## config.mk

```make
export PLATFORM = sky130hd
export DESIGN_NAME = alu_seq
export DESIGN_NICKNAME = d
export VERILOG_FILES = /design/src/rtl/alu_seq.sv
export SDC_FILE = /design/constraint.sdc
export NUM_CORES = 1
export LEC_CHECK = 0
export BUFFER_PORTS_ARGS = -buffer_cell sky130_fd_sc_hd__clkbuf_2
export CORE_MARGIN = 8
export CORE_UTILIZATION = 45
export CTS_CLUSTER_SIZE = 12
export DETAILED_ROUTE_END_ITERATION = 10
export GPL_ROUTABILITY_DRIVEN = 1
export GPL_TIMING_DRIVEN = 0
export MAX_ROUTING_LAYER = met4
export PLACE_DENSITY = 0.79
export REMOVE_ABC_BUFFERS = 1
export SYNTH_ARGS = -nofsm -noshare
export SYNTH_HDL_FRONTEND = slang
export SYNTH_SLANG_ARGS = --single-unit
```

## constraint.sdc

```tcl
create_clock -name clk -period 2.26 [get_ports clk]
set_input_delay 0.226 -clock clk [delete_from_list [all_inputs] [get_ports clk]]
set_output_delay 0.226 -clock clk [all_outputs]
set_load 0.05 [all_outputs]
```

## src/rtl/alu_seq.sv

```systemverilog
// alu_seq: registered WIDTH-generic ALU with iterative shifts and valid/ready handshake.
// Optional shift-add multiplier on opcode 0111 when ALU_MUL_EN is defined.
module alu_seq #(
    parameter int WIDTH = 8,
    parameter int CNT_W = 4
) (
    input  logic             clk,
    input  logic             rst_n,
    input  logic             alu_enable,
    input  logic             start,
    output logic             in_ready,
    input  logic [WIDTH-1:0] a,
    input  logic [WIDTH-1:0] b,
    input  logic [3:0]       opcode,
    output logic [WIDTH-1:0] out,
    output logic [3:0]       flag_out,
    output logic             out_valid
);

    localparam logic [3:0] OP_ADD = 4'b0000;
    localparam logic [3:0] OP_SUB = 4'b0001;
    localparam logic [3:0] OP_AND = 4'b0010;
    localparam logic [3:0] OP_OR  = 4'b0011;
    localparam logic [3:0] OP_SHL = 4'b0100;
    localparam logic [3:0] OP_SHR = 4'b0101;
    localparam logic [3:0] OP_XOR = 4'b0110;
`ifdef ALU_MUL_EN
    localparam logic [3:0] OP_MUL = 4'b0111;
`endif

    localparam logic [WIDTH-1:0] W_VAL   = WIDTH'(WIDTH);
    localparam logic [CNT_W-1:0] N_MAX   = CNT_W'(WIDTH);
    localparam logic [CNT_W-1:0] CNT_ONE = CNT_W'(1);

    typedef enum logic [1:0] {
        IDLE  = 2'd0,
        SHIFT = 2'd1
`ifdef ALU_MUL_EN
        ,
        MUL   = 2'd2
`endif
    } state_t;

    state_t           state_q;
    state_t           state_d;

    logic [WIDTH-1:0] work_q;
    logic             left_q;
    logic             ovr_q;
    logic [CNT_W-1:0] cnt_q;

    logic [WIDTH-1:0] out_q;
    logic [3:0]       flag_q;
    logic             valid_q;

    logic             accept;
    logic             shift_req;
    logic [CNT_W-1:0] n_shift;

    logic [WIDTH:0]   sum;
    logic [WIDTH:0]   diff;
    logic [WIDTH-1:0] sc_res;
    logic             sc_c;

    logic [WIDTH-1:0] sh_nxt;
    logic             sh_bit;

    logic             res_load;
    logic [WIDTH-1:0] res_val;
    logic             res_c;
    logic             res_f0;

`ifdef ALU_MUL_EN
    logic [2*WIDTH-1:0] prod_q;
    logic [2*WIDTH-1:0] prod_nxt;
    logic [WIDTH:0]     mul_sum;
    logic               mul_req;
`endif

    assign in_ready  = (state_q == IDLE);
    assign accept    = start & in_ready & alu_enable;
    assign shift_req = ((opcode == OP_SHL) || (opcode == OP_SHR))
                     && (b != '0);
    assign n_shift   = (b > W_VAL) ? N_MAX : CNT_W'(b);

    assign out       = out_q;
    assign flag_out  = flag_q;
    assign out_valid = valid_q;

    assign sum  = {1'b0, a} + {1'b0, b};
    assign diff = {1'b0, a} - {1'b0, b};

    always_comb begin
        sc_res = '0;
        sc_c   = 1'b0;
        unique case (opcode)
            OP_ADD:         {sc_c, sc_res} = sum;
            OP_SUB:         {sc_c, sc_res} = diff;
            OP_AND:         sc_res = a & b;
            OP_OR:          sc_res = a | b;
            OP_XOR:         sc_res = a ^ b;
            OP_SHL, OP_SHR: sc_res = a;
            default:        sc_res = '0;
        endcase
    end

    // One logical shift step; sh_bit is the bit leaving the register.
    assign sh_nxt = left_q ? {work_q[WIDTH-2:0], 1'b0}
                           : {1'b0, work_q[WIDTH-1:1]};
    assign sh_bit = left_q ? work_q[WIDTH-1] : work_q[0];

`ifdef ALU_MUL_EN
    // Right-shifting product register: high half accumulates, low half holds b.
    assign mul_req  = (opcode == OP_MUL);
    assign mul_sum  = {1'b0, prod_q[2*WIDTH-1:WIDTH]}
                    + (prod_q[0] ? {1'b0, work_q} : '0);
    assign prod_nxt = {mul_sum, prod_q[WIDTH-1:1]};
`endif

    always_comb begin
        state_d  = state_q;
        res_load = 1'b0;
        res_val  = '0;
        res_c    = 1'b0;
        res_f0   = 1'b0;
        unique case (state_q)
            IDLE: begin
                if (accept) begin
                    if (shift_req) begin
                        state_d = SHIFT;
                    end
`ifdef ALU_MUL_EN
                    else if (mul_req) begin
                        state_d = MUL;
                    end
`endif
                    else begin
                        res_load = 1'b1;
                        res_val  = sc_res;
                        res_c    = sc_c;
                    end
                end
            end
            SHIFT: begin
                if (cnt_q == CNT_ONE) begin
                    state_d  = IDLE;
                    res_load = 1'b1;
                    res_val  = ovr_q ? '0 : sh_nxt;
                    res_f0   = ~ovr_q & sh_bit;
                end
            end
`ifdef ALU_MUL_EN
            MUL: begin
                if (cnt_q == CNT_ONE) begin
                    state_d  = IDLE;
                    res_load = 1'b1;
                    res_val  = prod_nxt[WIDTH-1:0];
                    res_c    = |prod_nxt[2*WIDTH-1:WIDTH];
                end
            end
`endif
            default: state_d = IDLE;
        endcase
    end

    always_ff @(posedge clk or negedge rst_n) begin
        if (!rst_n) begin
            state_q <= IDLE;
        end else if (alu_enable) begin
            state_q <= state_d;
        end
    end

    always_ff @(posedge clk or negedge rst_n) begin
        if (!rst_n) begin
            out_q   <= '0;
            flag_q  <= '0;
            valid_q <= 1'b0;
        end else if (alu_enable) begin
            valid_q <= res_load;
            if (res_load) begin
                out_q  <= res_val;
                flag_q <= {res_c, res_val[WIDTH-1],
                           res_val == '0, res_f0};
            end
        end
    end

    always_ff @(posedge clk or negedge rst_n) begin
        if (!rst_n) begin
            work_q <= '0;
            left_q <= 1'b0;
            ovr_q  <= 1'b0;
            cnt_q  <= '0;
`ifdef ALU_MUL_EN
            prod_q <= '0;
`endif
        end else if (alu_enable) begin
            if (accept) begin
                work_q <= a;
                left_q <= (opcode == OP_SHL);
                ovr_q  <= (b > W_VAL);
                cnt_q  <= n_shift;
`ifdef ALU_MUL_EN
                prod_q <= {{WIDTH{1'b0}}, b};
                if (mul_req) begin
                    cnt_q <= N_MAX;
                end
`endif
            end else if (state_q == SHIFT) begin
                work_q <= sh_nxt;
                cnt_q  <= cnt_q - CNT_ONE;
            end
`ifdef ALU_MUL_EN
            else if (state_q == MUL) begin
                prod_q <= prod_nxt;
                cnt_q  <= cnt_q - CNT_ONE;
            end
`endif
        end
    end

endmodule

```

Word-level counts from Yosys, hierarchy flattened
Cells that the tools add are included.
{"block": "word_totals", "romBits": 0, "in_bits": 24, "n_memories": 0, "ram_bits": 0, "reg_bits": 29, "latchBits": 0, "elab_cells": 69}
{"block": "classes", "eq_ne": 11, "n_shift": 0, "div_mod_pow": 0, "n_addsub": 3, "reduce_logical": 12, "n_mux": 27, "n_lt_le_gt_ge": 1, "n_mul": 0, "n_bitwise": 7}
{"cell": "$mux W8", "count": 7}
{"cell": "$pmux W8 S6", "count": 1}
{"cell": "$pmux W8 S2", "count": 1}
{"cell": "$eq A4 B3 Y1 const B", "count": 3}
{"cell": "$mux W4", "count": 3}
{"cell": "$add A8 B8 Y9", "count": 1}
{"cell": "$mux W1", "count": 9}
{"cell": "$sub A8 B8 Y9", "count": 1}
{"cell": "$and A8 B8 Y8", "count": 1}
{"cell": "$eq A4 B1 Y1 const B", "count": 2}
{"cell": "$eq A4 B2 Y1 const B", "count": 2}
{"cell": "$gt A8 B4 Y1 const B", "count": 1}
{"cell": "$logic_not A8 Y1", "count": 1}
{"cell": "$or A8 B8 Y8", "count": 1}
{"cell": "$reduce_bool A8 Y1", "count": 1}
{"cell": "$xor A8 B8 Y8", "count": 1}
{"cell": "$mux W2", "count": 3}
{"cell": "$reduce_and A2 Y1", "count": 3}
{"cell": "$logic_not A4 Y1", "count": 1}
{"cell": "$ne A2 B1 Y1 const B", "count": 2}
{"cell": "$pmux W1 S2", "count": 2}
{"cell": "$pmux W2 S2", "count": 1}
{"cell": "$reduce_and A4 Y1", "count": 1}
{"cell": "$sub A4 B1 Y4 const B", "count": 1}
{"cell": "other kinds (9)", "count": 11}

Depth between registers and ports, before layout
{"block": "logic_depth", "word_depth": 7, "mapped_depth": 12}

Worst setup path after synthesis
Ideal clock, no wire load.
{"block": "synth_timing", "path_type": "input-to-reg", "from": "in a[0]", "to": "reg flag_q[1], in the netlist flag_out[1]", "setup_ns": 0.068, "path_slack_ns": -0.116, "cell_stages": 12, "arrival_ns": 2.308, "path_cell_list": "inv_1 -> ha_1 -> inv_1 -> fa_1 -> nor3b_1 -> a211o_1 -> and3_1 -> a211oi_1 -> a21oi_1 -> nor4_2 -> o2111a_1 -> a32o_1"}
{"block": "synth_between", "elab_chain_len": 6, "elab_cells_between_ends": 10}
{"element": "start: declaration", "line": "12", "rtl": "input logic [WIDTH-1:0] a,"}
{"element": "$sub A8 B8 Y9 (tied with other cells)", "line": "91", "rtl": "assign diff = {1'b0, a} - {1'b0, b};"}
{"element": "$pmux W8 S6 *", "line": "96", "rtl": "unique case (opcode)"}
{"element": "$mux W8 *", "line": "129", "rtl": "if (shift_req) begin"}
{"element": "$mux W8 *", "line": "128", "rtl": "if (accept) begin"}
{"element": "$pmux W8 S2 *", "line": "126", "rtl": "unique case (state_q)"}
{"element": "$logic_not A8 Y1 *", "line": "184", "rtl": "res_val == '0, res_f0};"}
{"element": "end signal: assignment", "line": "183", "rtl": "flag_q <= {res_c, res_val[WIDTH-1],"}
{"element": "end: declaration", "line": "53", "rtl": "logic [3:0] flag_q;"}
Mark *: on every way between the ends. The rest lies on a longest branch, timed or not.
A chain may end at the register's enable or synchronous reset.

Worst setup path after layout
Same ends and word-level chain as after synthesis.

==> metrics.txt <==
design area=3320 sq um; Seq pwr share=0.340; flops & latches, synth=27; metal2 WL=3880 um; setup TNS=-28.6 ps; fin crit share=1.01; worst-skew pair later-pin latency=280 ps; Reg2Reg Depth=9; Internal Power=0.00130 W; Synth Area in Adders=0.133; crit path launch type=primary input; WHS Path Cells=3; total track usage=0.186; Ports=38; Seq/Total Area, Yosys=0.246; Max Cap Viol=0; post-synthesis mux area share=0.0333; number of synthesized flops with an enable pin=0; first-pass GRT wire length=12900 um; commonest non-fill, non-tap cell in the layout=nor2_1; maximum clock path buffer count=2; worst setup margin=-28.6 ps; largest family of logic cells by synthesized area=compound AO/OA/AOI/OAI gates; clk sink count=27; total CTS buffers=3; n_diodes=0; ys async rst share=1.00; Max Clock Freq=437 MHz; number of global-route vias before repair=2602; status=finished, violations left; largest net degree at the start of global routing=28; Max-slew headroom=0.405; Core Util, Final=0.561; Reg2Reg Setup Slack=40 ps; Clock power frac=0.108; Worst Setup Path Type=primary input to flip-flop; peak supply drop=694 uV; hold_ws=253 ps; Synth Area in Compound Gates=0.282; RSZ-0062 raised after global routing=yes; Synthesis Warnings=0; routed via count=2763; RR Endpoint=flag_out[1]; dpl hpwl=5950 um; critical path capture point type=flip-flop; Netlist Area Pre-Place=2740 sq um; Post-route DRC=0; min-delay src=b[3]; core area=5920 sq um; site row count=28; XOR/XNOR Fraction of Synth Area=0.00319; number of vias per cell=6.21; cells after synthesis=333; CP startpoint=a[0]; final hold vios=0; Hold Path End=cnt_q[3]; H-Tree Depth=1; Initial Utilization=0.463; DR WL met3=601 um; minimum clock period=2290 ps; switch share=0.510; Top Metal Used=met4; Post-DP Area=2940 sq um; CTS tree=built; DR pass1 iterations=5; antenna violations before repair=0; nets=423; die area=8850 sq um; endpoints failing setup=1; Leak=1.45 nW; Hold Path Class=primary input to flip-flop; 1st-iter DRT viols=422; Worst EP required=2480 ps; share of post-route cells with drive strength above 1=0.268; ANT nets after route=0; Syn Area/Cell=8.23 sq um; grt ovf=0; final wirelength=8260 um; skew final=3.42 ps; Die Wd=94.1 um; number of port buffers=37; Post-Synth Simple-Gate Area=0.233; gpl congestion=0.978; Comb pwr share=0.552; Cell variety after synth=66; Worst-path clk slew=100 ps; Area growth syn-to-layout=21.1%; Routed WL per cell=18.6 um; Top FF cell, synth=dfrtp_1; CP arrival=2510 ps; die height=94.1 um; reg-to-reg startpoint=cnt_q[0]; commonest cells after routing, fill and taps aside=nor2_1 (37), clkbuf_2 (35), dfrtp_1 (26); Sw Pwr=0.00135 W; clock root cell=clkbuf_8; P per Cell Area=800 nW/um^2; Critical Path Fanout Max=3; failing checks=setup timing; worst slew pin tran=887 ps; Met1 Wirelength=3530 um; final count of pins violating max slew=0
-- power groups by stage --
stage	logic, W	clock network (W)	registers (W)
after floorplan	0.000654	0	0.00120
after global placement	0.00131	0	0.000884
after detailed placement	0.00134	0	0.000904
after CTS	0.00139	0.000289	0.000894
after global routing	0.00159	0.000316	0.000935
final	0.00147	0.000287	0.000903
-- how the worst max path moves through the flow --
stage          slack, ps          end  depth (start not counted)
6_report             -30  flag_out[1]                         13
5_1_grt             -110  flag_out[1]                         13
4_1_cts              -20  flag_out[1]                         13
3_5_place_dp        -610  flag_out[1]                         13
3_3_place_gp        -530  flag_out[1]                         13
2_1_floorplan       -120  flag_out[1]                         12
-- layout make-up --
class                      count  area, sq um
timing repair buffer          51          322
clock inverter                 1         7.51
sequential                    27          677
inverter                      28          118
multi-input combinational    260         2060
tap                           75         93.8
fill                         538         2600
clock buffer                   3         41.3
-- through the flow --
| stage | std cells | total power, W | worst slack [ps] |
|---|---|---|---|
| 2_1_floorplan | 315 | 0.00186 | -120 |
| 3_3_place_gp | 427 | 0.00219 | -526 |
| 3_5_place_dp | 427 | 0.00224 | -608 |
| 4_1_cts | 438 | 0.00257 | -24.5 |
| 5_1_grt | 445 | 0.00284 | -107 |
| 6_report | 445 | 0.00266 | -28.6 |
-- logic make-up after synthesis --
| group | Yosys count |
|---|---|
| simple gates | 115 |
| compound gates | 107 |
| buf+inv | 46 |
| fa+ha+maj | 28 |
| flops | 27 |
| mux | 9 |
| xor+xnor | 1 |
-- metal layers --
metal | up-vias | GRT usage
li1 | 1287 | -
met1 | 1331 | 0.237
met2 | 123 | 0.299
met3 | 22 | 0.0344
met4 | 0 | 0.0383
met5 | - | -
-- Yosys cell counts (2+ instances only) --
library cell	n	area [sq um]
nand2_1	23	86.3
a21o_1	2	15.0
a222oi_1	2	20.0
a21oi_1	27	135
nor3b_2	2	25.0
a22o_1	2	17.5
inv_1	27	101
a221oi_1	3	26.3
o21a_1	6	45.0
o32a_1	2	20.0
a31oi_1	3	18.8
nand2b_1	3	18.8
o221ai_1	3	26.3
buf_2	10	50.1
a211oi_1	3	22.5
o211ai_1	2	15.0
dfrtp_1	27	676
o2bb2ai_1	4	35.0
nor2_1	37	139
a221o_1	3	30.0
nor2b_1	4	25.0
clkbuf_1	6	22.5
and3b_1	3	26.3
fa_1	2	40.0
and3_1	2	12.5
o22ai_1	8	50.1
and2_1	3	18.8
nor3b_1	4	30.0
o21bai_1	5	37.5
nand3b_1	3	22.5
o21ai_0	15	75.1
nor4_2	2	25.0
mux2i_1	8	80.1
nor3_1	8	40.0
nand3_1	13	65.1
ha_1	26	325
-- sequential cells by signal (all words and copies together) (netlist names) --
name       cells
cnt_q          4
left_q         1
out_valid      1
work_q         8
flag_out       4
out            7
state_q        1
ovr_q          1
-- worst max-delay path, stage by stage --
cell and delay (ps):
clkbuf_16 140, clkinv_8 50, ha_4 130, inv_2 40, fa_2 340, nor3b_4 160
a211o_1 280, a21oi_2 220, o21bai_2 110, o2bb2ai_2 140, a211oi_2 290, o2111a_1 240
a32o_1 150
-- repair_timing --
action                     in CTS  in global routing
resized for setup              33                 15
hold endpoints to repair       16                  0
setup endpoints to repair       6                  3
pin swaps                      13                 15
hold buffers                    1                  0
buffers inserted                6                  7
(Power assumes the default switching activity.)
